--- src/rtl/burst_sched_pkg.sv ---
`default_nettype none
// ============================================================================
//  Module      : burst_sched_pkg
//  Description : Shared types and helpers for the burst round-robin scheduler
//  Revision    : 1.0
// ============================================================================
package burst_sched_pkg;

    typedef enum logic [1:0] {
        IDLE  = 2'd0,
        HOLD  = 2'd1,
        BURST = 2'd2
    } sched_state_e;

    localparam int StatsWidth = 16;

    function automatic int idx_width(input int n);
        return (n > 1) ? $clog2(n) : 1;
    endfunction

endpackage
`default_nettype wire

--- src/rtl/burst_sched_rr_pick.sv ---
`default_nettype none
// ============================================================================
//  Module      : burst_sched_rr_pick
//  Description : Combinational rotate-priority picker (masked upper/lower scan)
//  Revision    : 1.0
// ============================================================================
module burst_sched_rr_pick
    import burst_sched_pkg::*;
#(
    parameter int unsigned NumIn    = 4,
    parameter int unsigned IdxWidth = 2
) (
    input  logic [NumIn-1:0]    valid_i,
    input  logic [IdxWidth-1:0] prio_i,
    output logic [NumIn-1:0]    gnt_o,
    output logic [IdxWidth-1:0] idx_o,
    output logic                empty_o
);

    logic [NumIn-1:0]    mask;
    logic [NumIn-1:0]    upper;
    logic [IdxWidth-1:0] upper_idx;
    logic [IdxWidth-1:0] lower_idx;
    logic                upper_empty;

    // Index of the lowest set bit (trailing-zero count); 0 for an empty vector.
    function automatic logic [IdxWidth-1:0] first_set(input logic [NumIn-1:0] v);
        logic [IdxWidth-1:0] r;
        r = '0;
        for (int i = int'(NumIn) - 1; i >= 0; i--) begin
            if (v[i]) r = IdxWidth'(i);
        end
        return r;
    endfunction

    for (genvar i = 0; i < int'(NumIn); i++) begin : g_mask
        assign mask[i] = (IdxWidth'(i) >= prio_i);
    end

    assign upper       = valid_i & mask;
    assign upper_empty = (upper == '0);
    assign upper_idx   = first_set(upper);
    assign lower_idx   = first_set(valid_i);

    // Inputs at or above prio win first; otherwise wrap to the lowest valid.
    assign empty_o = (valid_i == '0);
    assign idx_o   = upper_empty ? lower_idx : upper_idx;
    assign gnt_o   = empty_o ? '0 : (NumIn'(1) << idx_o);

endmodule
`default_nettype wire

--- src/rtl/burst_rr_sched.sv ---
`default_nettype none
// ============================================================================
//  Module      : burst_rr_sched
//  Description : Weighted round-robin scheduler keeping multi-beat bursts whole.
//                Optional per-input completion counters: BURST_SCHED_STATS_EN
//  Revision    : 1.0
// ============================================================================
module burst_rr_sched
    import burst_sched_pkg::*;
#(
    parameter int unsigned NumIn       = 4,
    parameter int unsigned DataWidth   = 32,
    parameter int unsigned WeightWidth = 4,
    parameter int unsigned IdxWidth    = idx_width(NumIn)
) (
    input  logic                         clk_i,
    input  logic                         rst_ni,
    input  logic                         flush_i,
    input  logic [NumIn*WeightWidth-1:0] weight_i,
    input  logic [NumIn-1:0]             inp_valid_i,
    output logic [NumIn-1:0]             inp_ready_o,
    input  logic [NumIn*DataWidth-1:0]   inp_data_i,
    input  logic [NumIn-1:0]             inp_last_i,
    output logic                         oup_valid_o,
    input  logic                         oup_ready_i,
    output logic [DataWidth-1:0]         oup_data_o,
    output logic                         oup_last_o,
    output logic [IdxWidth-1:0]          oup_idx_o,
    output logic                         busy_o
`ifdef BURST_SCHED_STATS_EN
    ,
    output logic [NumIn*StatsWidth-1:0]  txn_cnt_o
`endif
);

    localparam logic [1:0] ST_IDLE  = 2'(IDLE);
    localparam logic [1:0] ST_HOLD  = 2'(HOLD);
    localparam logic [1:0] ST_BURST = 2'(BURST);

    logic [1:0]             state_q, state_d;
    logic [IdxWidth-1:0]    owner_q, owner_d;
    logic [IdxWidth-1:0]    prio_q,  prio_d;
    logic [WeightWidth-1:0] qcnt_q,  qcnt_d;

    logic [DataWidth-1:0]   data_arr   [NumIn];
    logic [WeightWidth-1:0] weight_arr [NumIn];

    logic [NumIn-1:0]       pick_gnt;
    logic [IdxWidth-1:0]    pick_idx;
    logic                   pick_empty;

    logic                   in_idle;
    logic [IdxWidth-1:0]    sel;
    logic [NumIn-1:0]       sel_onehot;
    logic                   hs;
    logic                   complete;
    logic [WeightWidth-1:0] qbase;
    logic [WeightWidth:0]   qnext;
    logic [WeightWidth-1:0] weight_sel;
    logic [WeightWidth-1:0] quantum;

    for (genvar i = 0; i < int'(NumIn); i++) begin : g_unpack
        assign data_arr[i]   = inp_data_i[i*DataWidth +: DataWidth];
        assign weight_arr[i] = weight_i[i*WeightWidth +: WeightWidth];
    end

    burst_sched_rr_pick #(
        .NumIn    (NumIn),
        .IdxWidth (IdxWidth)
    ) u_pick (
        .valid_i (inp_valid_i),
        .prio_i  (prio_q),
        .gnt_o   (pick_gnt),
        .idx_o   (pick_idx),
        .empty_o (pick_empty)
    );

    // With nothing pending in IDLE the mux parks on the highest-priority input.
    assign in_idle    = (state_q == ST_IDLE);
    assign sel        = in_idle ? (pick_empty ? prio_q : pick_idx) : owner_q;
    assign sel_onehot = in_idle ? pick_gnt : (NumIn'(1) << owner_q);

    assign oup_valid_o = ~flush_i & inp_valid_i[sel];
    assign oup_data_o  = data_arr[sel];
    assign oup_last_o  = inp_last_i[sel];
    assign oup_idx_o   = sel;
    assign busy_o      = ~in_idle;

    assign hs          = oup_valid_o & oup_ready_i;
    assign inp_ready_o = {NumIn{hs}} & sel_onehot;
    assign complete    = hs & oup_last_o;

    // A new winner other than the priority holder starts a fresh quantum.
    assign qbase      = (in_idle && (sel != prio_q)) ? '0 : qcnt_q;
    assign qnext      = {1'b0, qbase} + 1'b1;
    assign weight_sel = weight_arr[sel];
    assign quantum    = (weight_sel == '0) ? WeightWidth'(1) : weight_sel;

    always_comb begin
        state_d = state_q;
        owner_d = owner_q;
        prio_d  = prio_q;
        qcnt_d  = qcnt_q;
        if (flush_i) begin
            state_d = ST_IDLE;
            owner_d = '0;
            prio_d  = '0;
            qcnt_d  = '0;
        end else begin
            case (state_q)
                ST_IDLE: begin
                    if (!pick_empty) begin
                        owner_d = sel;
                        qcnt_d  = qbase;
                        state_d = hs ? ST_BURST : ST_HOLD;
                    end
                end
                ST_HOLD: begin
                    if (hs) state_d = ST_BURST;
                end
                ST_BURST: begin
                    state_d = ST_BURST;
                end
                default: begin
                    state_d = ST_IDLE;
                end
            endcase
            if (complete) begin
                state_d = ST_IDLE;
                if (qnext < {1'b0, quantum}) begin
                    qcnt_d = qnext[WeightWidth-1:0];
                    prio_d = sel;
                end else begin
                    qcnt_d = '0;
                    prio_d = (sel == IdxWidth'(NumIn - 1)) ? '0 : sel + 1'b1;
                end
            end
        end
    end

    always_ff @(posedge clk_i or negedge rst_ni) begin
        if (!rst_ni) begin
            state_q <= ST_IDLE;
            owner_q <= '0;
            prio_q  <= '0;
            qcnt_q  <= '0;
        end else begin
            state_q <= state_d;
            owner_q <= owner_d;
            prio_q  <= prio_d;
            qcnt_q  <= qcnt_d;
        end
    end

`ifdef BURST_SCHED_STATS_EN
    for (genvar i = 0; i < int'(NumIn); i++) begin : g_stats
        logic [StatsWidth-1:0] cnt_q;
        always_ff @(posedge clk_i or negedge rst_ni) begin
            if (!rst_ni) begin
                cnt_q <= '0;
            end else if (flush_i) begin
                cnt_q <= '0;
            end else if (complete && (sel == IdxWidth'(i)) && (cnt_q != '1)) begin
                cnt_q <= cnt_q + 1'b1;
            end
        end
        assign txn_cnt_o[i*StatsWidth +: StatsWidth] = cnt_q;
    end
`endif

endmodule
`default_nettype wire

--- config.mk ---
export PLATFORM = sky130hd
export DESIGN_NAME = burst_rr_sched
export DESIGN_NICKNAME = d
export VERILOG_FILES = /design/src/rtl/burst_sched_pkg.sv /design/src/rtl/burst_sched_rr_pick.sv /design/src/rtl/burst_rr_sched.sv
export SDC_FILE = /design/constraint.sdc
export NUM_CORES = 1
export LEC_CHECK = 0
export ABC_AREA = 1
export CAP_MARGIN = 20
export CORE_AREA = 2 2 76 78
export DETAILED_ROUTE_END_ITERATION = 12
export DIE_AREA = 0 0 78 80
export DONT_BUFFER_PORTS = 1
export HOLD_SLACK_MARGIN = 0.12
export PLACE_DENSITY = 0.53
export SLEW_MARGIN = 5
export SYNTH_ARGS = -nofsm -noshare
export SYNTH_HDL_FRONTEND = slang
export SYNTH_SLANG_ARGS = --single-unit
--- constraint.sdc ---
create_clock -name clk_i -period 5.23 [get_ports clk_i]
set_clock_uncertainty 0.15 [all_clocks]
set_input_delay 1.569 -clock clk_i [delete_from_list [all_inputs] [get_ports clk_i]]
set_output_delay 1.569 -clock clk_i [all_outputs]
set_load 0.01 [all_outputs]
==> results of run 1 <==
-- routing by layer --
layer  routed length (um)  up-vias
li1                     -     1344
met1                 3296     1286
met2                 3810      123
met3                  598       11
met4                  115        0
met5                    0        -
-- stage by stage --
| stage | hold WS (ns) | std cells |
|---|---|---|
| after floorplan | 0.3207 | 398 |
| after global placement | 0.3584 | 462 |
| after detailed placement | 0.3652 | 462 |
| after CTS | 0.3826 | 466 |
| after global routing | 0.4077 | 466 |
| final | 0.3803 | 466 |
-- logic make-up (layout without fill, tap and decap cells) --
family,Yosys count,count (layout),share of synthesized area [%]
buffers and inverters,56,52,11.20
xor gates and xnor gates,2,2,0.7845
adders and majority gates,7,7,3.921
DFF,10,10,11.20
AOI/OAI and AO/OA,86,86,25.66
and+or+nand+nor,237,237,47.23
-- worst min-delay path: cells and delay by family (launching register included) --
kind / cells / cell delay (ns)
flops: 1 / 0.37
simple gates: 2 / 0.12
-- flip-flops by register name, indices dropped and copies added, names as in the netlist --
register	count
state_q	2
owner_q	2
qcnt_q	4
prio_q	2
-- worst paths after layout --
| check | endpoint | slack, ns | cells after the start |
|---|---|---|---|
| hold / removal | qcnt_q[1]$_DFFE_PN0P_ | 0.38 | 2 |
| setup / recovery | oup_data_o[7] | 0.25 | 10 |
| min in group asynchronous | qcnt_q[2]$_DFFE_PN0P_ | 0.86 | 0 |
| max in group asynchronous | state_q[0]$_DFFE_PN0P_ | 3.99 | 0 |
| hold reg to reg | qcnt_q[1]$_DFFE_PN0P_ | 0.38 | 2 |
| setup reg to reg | qcnt_q[2]$_DFFE_PN0P_ | 1.58 | 23 |
-- cell usage in the layout, fill, tap and decap left out, types with 2 or more instances in the layout --
cell type and n:
nand3_4 2, buf_12 4, o21ai_0 35, nand3_1 31, buf_4 14, nand2_1 65
inv_2 3, nand4_1 2, dfrtp_1 10, a21oi_2 2, clkbuf_8 4, o211ai_1 2
nand2_2 8, a21oi_1 9, nor3_1 3, o22ai_1 2, inv_1 24, o32ai_1 32
nor2_1 116, ha_1 7
-- power by group through the flow --
| stage | combinational [W] | sequential, W | clock (W) |
|---|---|---|---|
| 2_1_floorplan | 0.00170 | 0.000117 | 0 |
| 3_3_place_gp | 0.00222 | 0.000135 | 0 |
| 3_5_place_dp | 0.00225 | 0.000136 | 0 |
| 4_1_cts | 0.00225 | 0.000135 | 0.000103 |
| 5_1_grt | 0.00249 | 0.000140 | 0.000107 |
| 6_report | 0.00226 | 0.000135 | 0.000102 |
-- cell type report --
| class | count | area, um^2 | area share (%) |
|---|---|---|---|
| repair buffers | 18 | 185.2 | 7.613 |
| multi-input cells | 332 | 1733 | 71.24 |
| flip-flops and latches | 10 | 250.2 | 10.29 |
| inverters | 30 | 118.9 | 4.887 |
| clock buffers | 4 | 55.05 | 2.263 |
| well taps | 72 | 90.09 | 3.704 |
-- timing repair --
action,CTS,global route
resized for setup,0,1
buffers inserted,0,0
setup endpoints to repair,0,1
==> results_dict.tcl, run 1 <==
set metrics [dict create \
    synthesis.nets 561 \
    ys_seq_area_share_pct 11.20 \
    synth-edff-count 0 \
    tns_ns 0 \
    die_w_um 78 \
    synth.cells.most_frequent "nor2_1, nand2_1, o21ai_0" \
    io_buffers 0 \
    fmax_mhz 200.7 \
    max_stage_delay_ns 0.48 \
    grtUsageMet3_pct 5.430 \
    grt_max_degree 39 \
    crit_required_ns 3.51 \
    reg2reg_from "state_q[0]$_DFFE_PN0P_" \
    grt.overflow.total 0 \
    seq_power_share_pct 5.4 \
    antenna_found_initial 0 \
    fin_crit_ns 4.982 \
    hp-start "qcnt_q[1]$_DFFE_PN0P_" \
    path_delay_family "simple AND/OR/NAND/NOR gates" \
    rows 27 \
    comb_power_share_pct 90.5 \
    arrival_ns 3.26 \
    finalWorstSetupSlack_ns 0.2481 \
    cts_root_buffer "clkbuf_8" \
    cts_tree "built" \
    worst_pin_slew_ns 0.5540 \
    async_flop_share_pct 100.0 \
    cts_sinks 10 \
    fillers 605 \
    grt_pass1_vias 2471 \
    nets 558 \
    holdCritPathClass "flop to flop" \
    drive_above_1_share_pct 11.93 \
    dr.pass1.iters 4 \
    grt_setup_unrepaired "no" \
    drt_wl_total_mm 7.820 \
    swShare_pct 61.65 \
    area_growth_syn_to_layout_pct 8.907 \
    worstSetupStartpointType "primary input" \
    yosysMostFrequentCell "nor2_1" \
    worstSkewPairLatency_ns 0.25 \
    setup_viol 0 \
    grt-busiest-layer "met2" \
    routabilityCongestion 0.8893 \
    wl_per_cell_um 16.78 \
    cp_slowest_cell "o32ai_1" \
    p_int_w 0.0009560 \
    drc 0 \
    p_leak_nw 1.067 \
    dp_hpwl_mm 6.216 \
    syn_area_um2 2233 \
    synth_cells 398 \
    avgViaCountPerCell 5.931 \
    diodes 0 \
    gr-usage-met2_pct 38.79 \
    dp_slack_ns 0.2604 \
    crit_type "primary input to output pin" \
    worst_setup_path_end_kind "output pin" \
    place_area_um2 2376 \
    drv_slew 0 \
    grt.total_usage_pct 23.39 \
    final_util_pct 45.00 \
    design_area_um2 2432 \
    htree_levels 1 \
    ant_nets 0 \
    crit_chain "inv_1, nor2_2, a21oi_1, nand3_1, nand2_2, nand3_4, nand2_8, buf_4, nor2_1, o32ai_1" \
    power_density_nw_per_um2 1025 \
    timing.final.crit_share_pct 95.26 \
    cap_violations 0 \
    drt_iter0_drc 153 \
    hold_violations 0 \
    p_sw_w 0.001537 \
    clockBufferDepth 2 \
    clkSlewWorstSetupHoldPaths_ns 0.05 \
    synth_top_area_share_pct 19.50 \
    status "complete, no violations" \
    yosysWarnings 0 \
    synth_top_cell_by_area "nor2_1" \
    path_buf_inv 2 \
    synth.area.top_cells "nor2_1, o32ai_1, dfrtp_1, nand2_1, o21ai_0" \
    cts-buffers-inserted 3 \
    io_pins 197 \
    clockPowerShare_pct 4.1 \
    max-slew-margin-rel_pct 62.95 \
    core_um2 5405 \
    synthDistinctLibCells 40 \
    ys_ff_latch 10 \
    start_util_pct 41.32 \
    power.total_w 0.002493 \
    die_area_um2 6240 \
    cts_hold_buffers 0 \
    cp_max_fo 37 \
    synth.avg_cell_area_um2 5.612 \
    use_met1_pct 30.20 \
    die_h_um 80 \
    grt_pass1_wl_mm 11.81 \
    vdd_ir_drop_max_mv 0.4038 \
    num_vias 2764 \
    startpoint "inp_valid_i[1]" \
    ys.flop_type "dfrtp_1" \
]
Note: power is estimated with default switching activity, not from simulation.
==> inputs of run 2 (changes only) <==
--- a/config.mk
+++ b/config.mk
@@ -7,12 +7,11 @@
 export LEC_CHECK = 0
 export ABC_AREA = 1
 export CAP_MARGIN = 20
-export CORE_AREA = 2 2 76 78
+export CORE_AREA = 2 2 87 89
 export DETAILED_ROUTE_END_ITERATION = 12
-export DIE_AREA = 0 0 78 80
-export DONT_BUFFER_PORTS = 1
+export DIE_AREA = 0 0 89 91
 export HOLD_SLACK_MARGIN = 0.12
-export PLACE_DENSITY = 0.53
+export PLACE_DENSITY = 0.77
 export SLEW_MARGIN = 5
 export SYNTH_ARGS = -nofsm -noshare
 export SYNTH_HDL_FRONTEND = slang
==> run 2 against run 1 <==
Effect of this change:
- cell area is 89% higher
- clock power is 4% lower
- register-to-register slack worse by 0.28 ns
- count of clock-buffer cells in the layout stayed put
- final cell count is 53% higher
- non-clock buffer count is 218 higher
- worst setup slack worse by 0.054 ns
- sequential power hardly changed
- hold slack worse by 0.0016 ns
- global-route usage is 1.1 points higher
- highest routed layer unchanged
==> results_dict.tcl, run 2 (synthesis gave the netlist of run 1 again) <==
set metrics [dict create \
    status "complete, no violations" \
    clkSlewWorstSetupHoldPaths_ns 0.05 \
    cts_sinks 10 \
    drt_wl_total_mm 10.33 \
    drv_slew 0 \
    fin_crit_ns 5.036 \
    arrival_ns 3.32 \
    htree_levels 1 \
    worst_pin_slew_ns 0.4595 \
    crit_type "primary input to output pin" \
    worst_setup_path_end_kind "output pin" \
    final_cell_mix "clkdlybuf4s50_1, nor2_1, nand2_1, buf_2, buf_4" \
    cts_root_buffer "clkbuf_8" \
    place_area_um2 4512 \
    layout_commonest_cell "clkdlybuf4s50_1" \
    layout.cells.non_filler 711 \
    setup_viol 0 \
    grt_max_degree 39 \
    crit_chain "dlygate4sd2_1, inv_2, nor2_4, a21oi_2, nand3_1, nand2_2, nand3_4, nand2_8, buf_4, buf_8, nor2_1, o32ai_1, buf_2" \
    ant_nets 0 \
    die_w_um 89 \
    grt.total_usage_pct 24.45 \
    core_um2 7137 \
    drc 0 \
    nets 776 \
    avgViaCountPerCell 4.972 \
    io_pins 197 \
    cts_hold_buffers 0 \
    power_density_nw_per_um2 743.7 \
    diodes 0 \
    p_leak_nw 2.027 \
    vdd_ir_drop_max_mv 0.4509 \
    start_util_pct 31.29 \
    worstSetupStartpointType "primary input" \
    clockBufferDepth 2 \
    tns_ns 0 \
    dr.pass1.iters 4 \
    worstSkewPairLatency_ns 0.24 \
    area_growth_syn_to_layout_pct 105.8 \
    die_area_um2 8099 \
    placed_cells 702 \
    crit_required_ns 3.51 \
    design_area_um2 4596 \
    hold_violations 0 \
    drive_above_1_share_pct 20.42 \
    holdCritPathClass "flop to flop" \
    cts_tree "built" \
    top_register "qcnt_q" \
    die_h_um 91 \
    max_stage_delay_ns 0.27 \
    cts-buffers-inserted 3 \
    wl_per_cell_um 14.52 \
    grt.overflow.total 0 \
    grt_setup_unrepaired "no" \
    fmax_mhz 198.6 \
    grt_pass1_vias 3411 \
    num_vias 3535 \
    drt_iter0_drc 131 \
    cp_max_fo 17 \
    max-slew-margin-rel_pct 69.27 \
    grt_pass1_wl_mm 15.97 \
    antenna_found_initial 0 \
    dp_hpwl_mm 8.435 \
    io_buffers 196 \
    routabilityCongestion 0.9220 \
    largest_reg_flops 4 \
    holdWs_ns 0.3788 \
    rows 31 \
    timing.final.crit_share_pct 96.29 \
    cp_slowest_cell "o32ai_1" \
    cap_violations 0 \
]
-- run 2: cell types whose count changed in the layout (fill, tap and decap cells not counted), sizes merged --
cell           previous run  this run
buf                      18        75
bufbuf                    0         1
clkdlybuf4s15             0         2
clkdlybuf4s50             0       152
clkinv                    2         1
dlygate4sd2               0         5
dlymetal6s2s              0         1
inv                      28        29
-- run 2: worst paths after layout --
| kind | endpoint | depth (start not counted) | start | slack [ns] |
|---|---|---|---|---|
| min in group asynchronous | owner_q[0]$_DFFE_PN0P_ | 1 | rst_ni | 1.50 |
| worst min-delay path | qcnt_q[1]$_DFFE_PN0P_ | 2 | qcnt_q[1]$_DFFE_PN0P_ | 0.38 |
| worst max register to register | prio_q[1]$_DFFE_PN0P_ | 24 | state_q[0]$_DFFE_PN0P_ | 1.30 |
| worst min register to register | qcnt_q[1]$_DFFE_PN0P_ | 2 | qcnt_q[1]$_DFFE_PN0P_ | 0.38 |
| max in group asynchronous | qcnt_q[3]$_DFFE_PN0P_ | 1 | rst_ni | 3.12 |
| worst max-delay path | oup_data_o[25] | 13 | inp_valid_i[1] | 0.19 |
-- run 2: critical path: cells and delay by family --
kind            cells  cell delay [ns]
compound gates      2             0.40
buf+inv             5             0.81
simple gates        6             0.52
-- run 2: what timing repair did --
item / CTS / global route
setup endpoints to repair: 40 / 44
buffers inserted: 4 / 0
pin swaps: 2 / 0
gates resized for setup: 196 / 12
cloned: 1 / 0
-- run 2: final cells by class --
type | count | area (um^2)
sequential | 10 | 250.2
timing repair buffer | 236 | 2177
inverter | 30 | 122.6
clock buffer | 4 | 55.05
tap | 99 | 123.9
fill | 651 | 2541
multi-input combinational | 332 | 1867
-- run 2: power breakdown --
group	total (W)	switching [W]	internal, W	leakage (nW)
sequential	0.000136	0.0000327	0.000103	0.136
clock	0.0000984	0.0000321	0.0000663	0.0288
combinational	0.00318	0.00176	0.00142	1.86
-- run 2: routing by layer --
metal / track usage (%) / routed length [um]
met5: 0 / 0
met4: 5.100 / 215
met3: 5.364 / 732
met2: 43.47 / 5182
met1: 29.67 / 4194
-- run 2: per-stage QoR --
step | worst slack [ns] | total power [W] | util [%]
after floorplan | 0.3148 | 0.001814 | -
after global placement | -0.4827 | 0.003296 | 63.22
after global routing | 0.05826 | 0.003707 | 64.39
final | 0.1943 | 0.003418 | 64.39
after CTS | 0.01619 | 0.003312 | 63.39
after detailed placement | -0.4809 | 0.003330 | 63.22
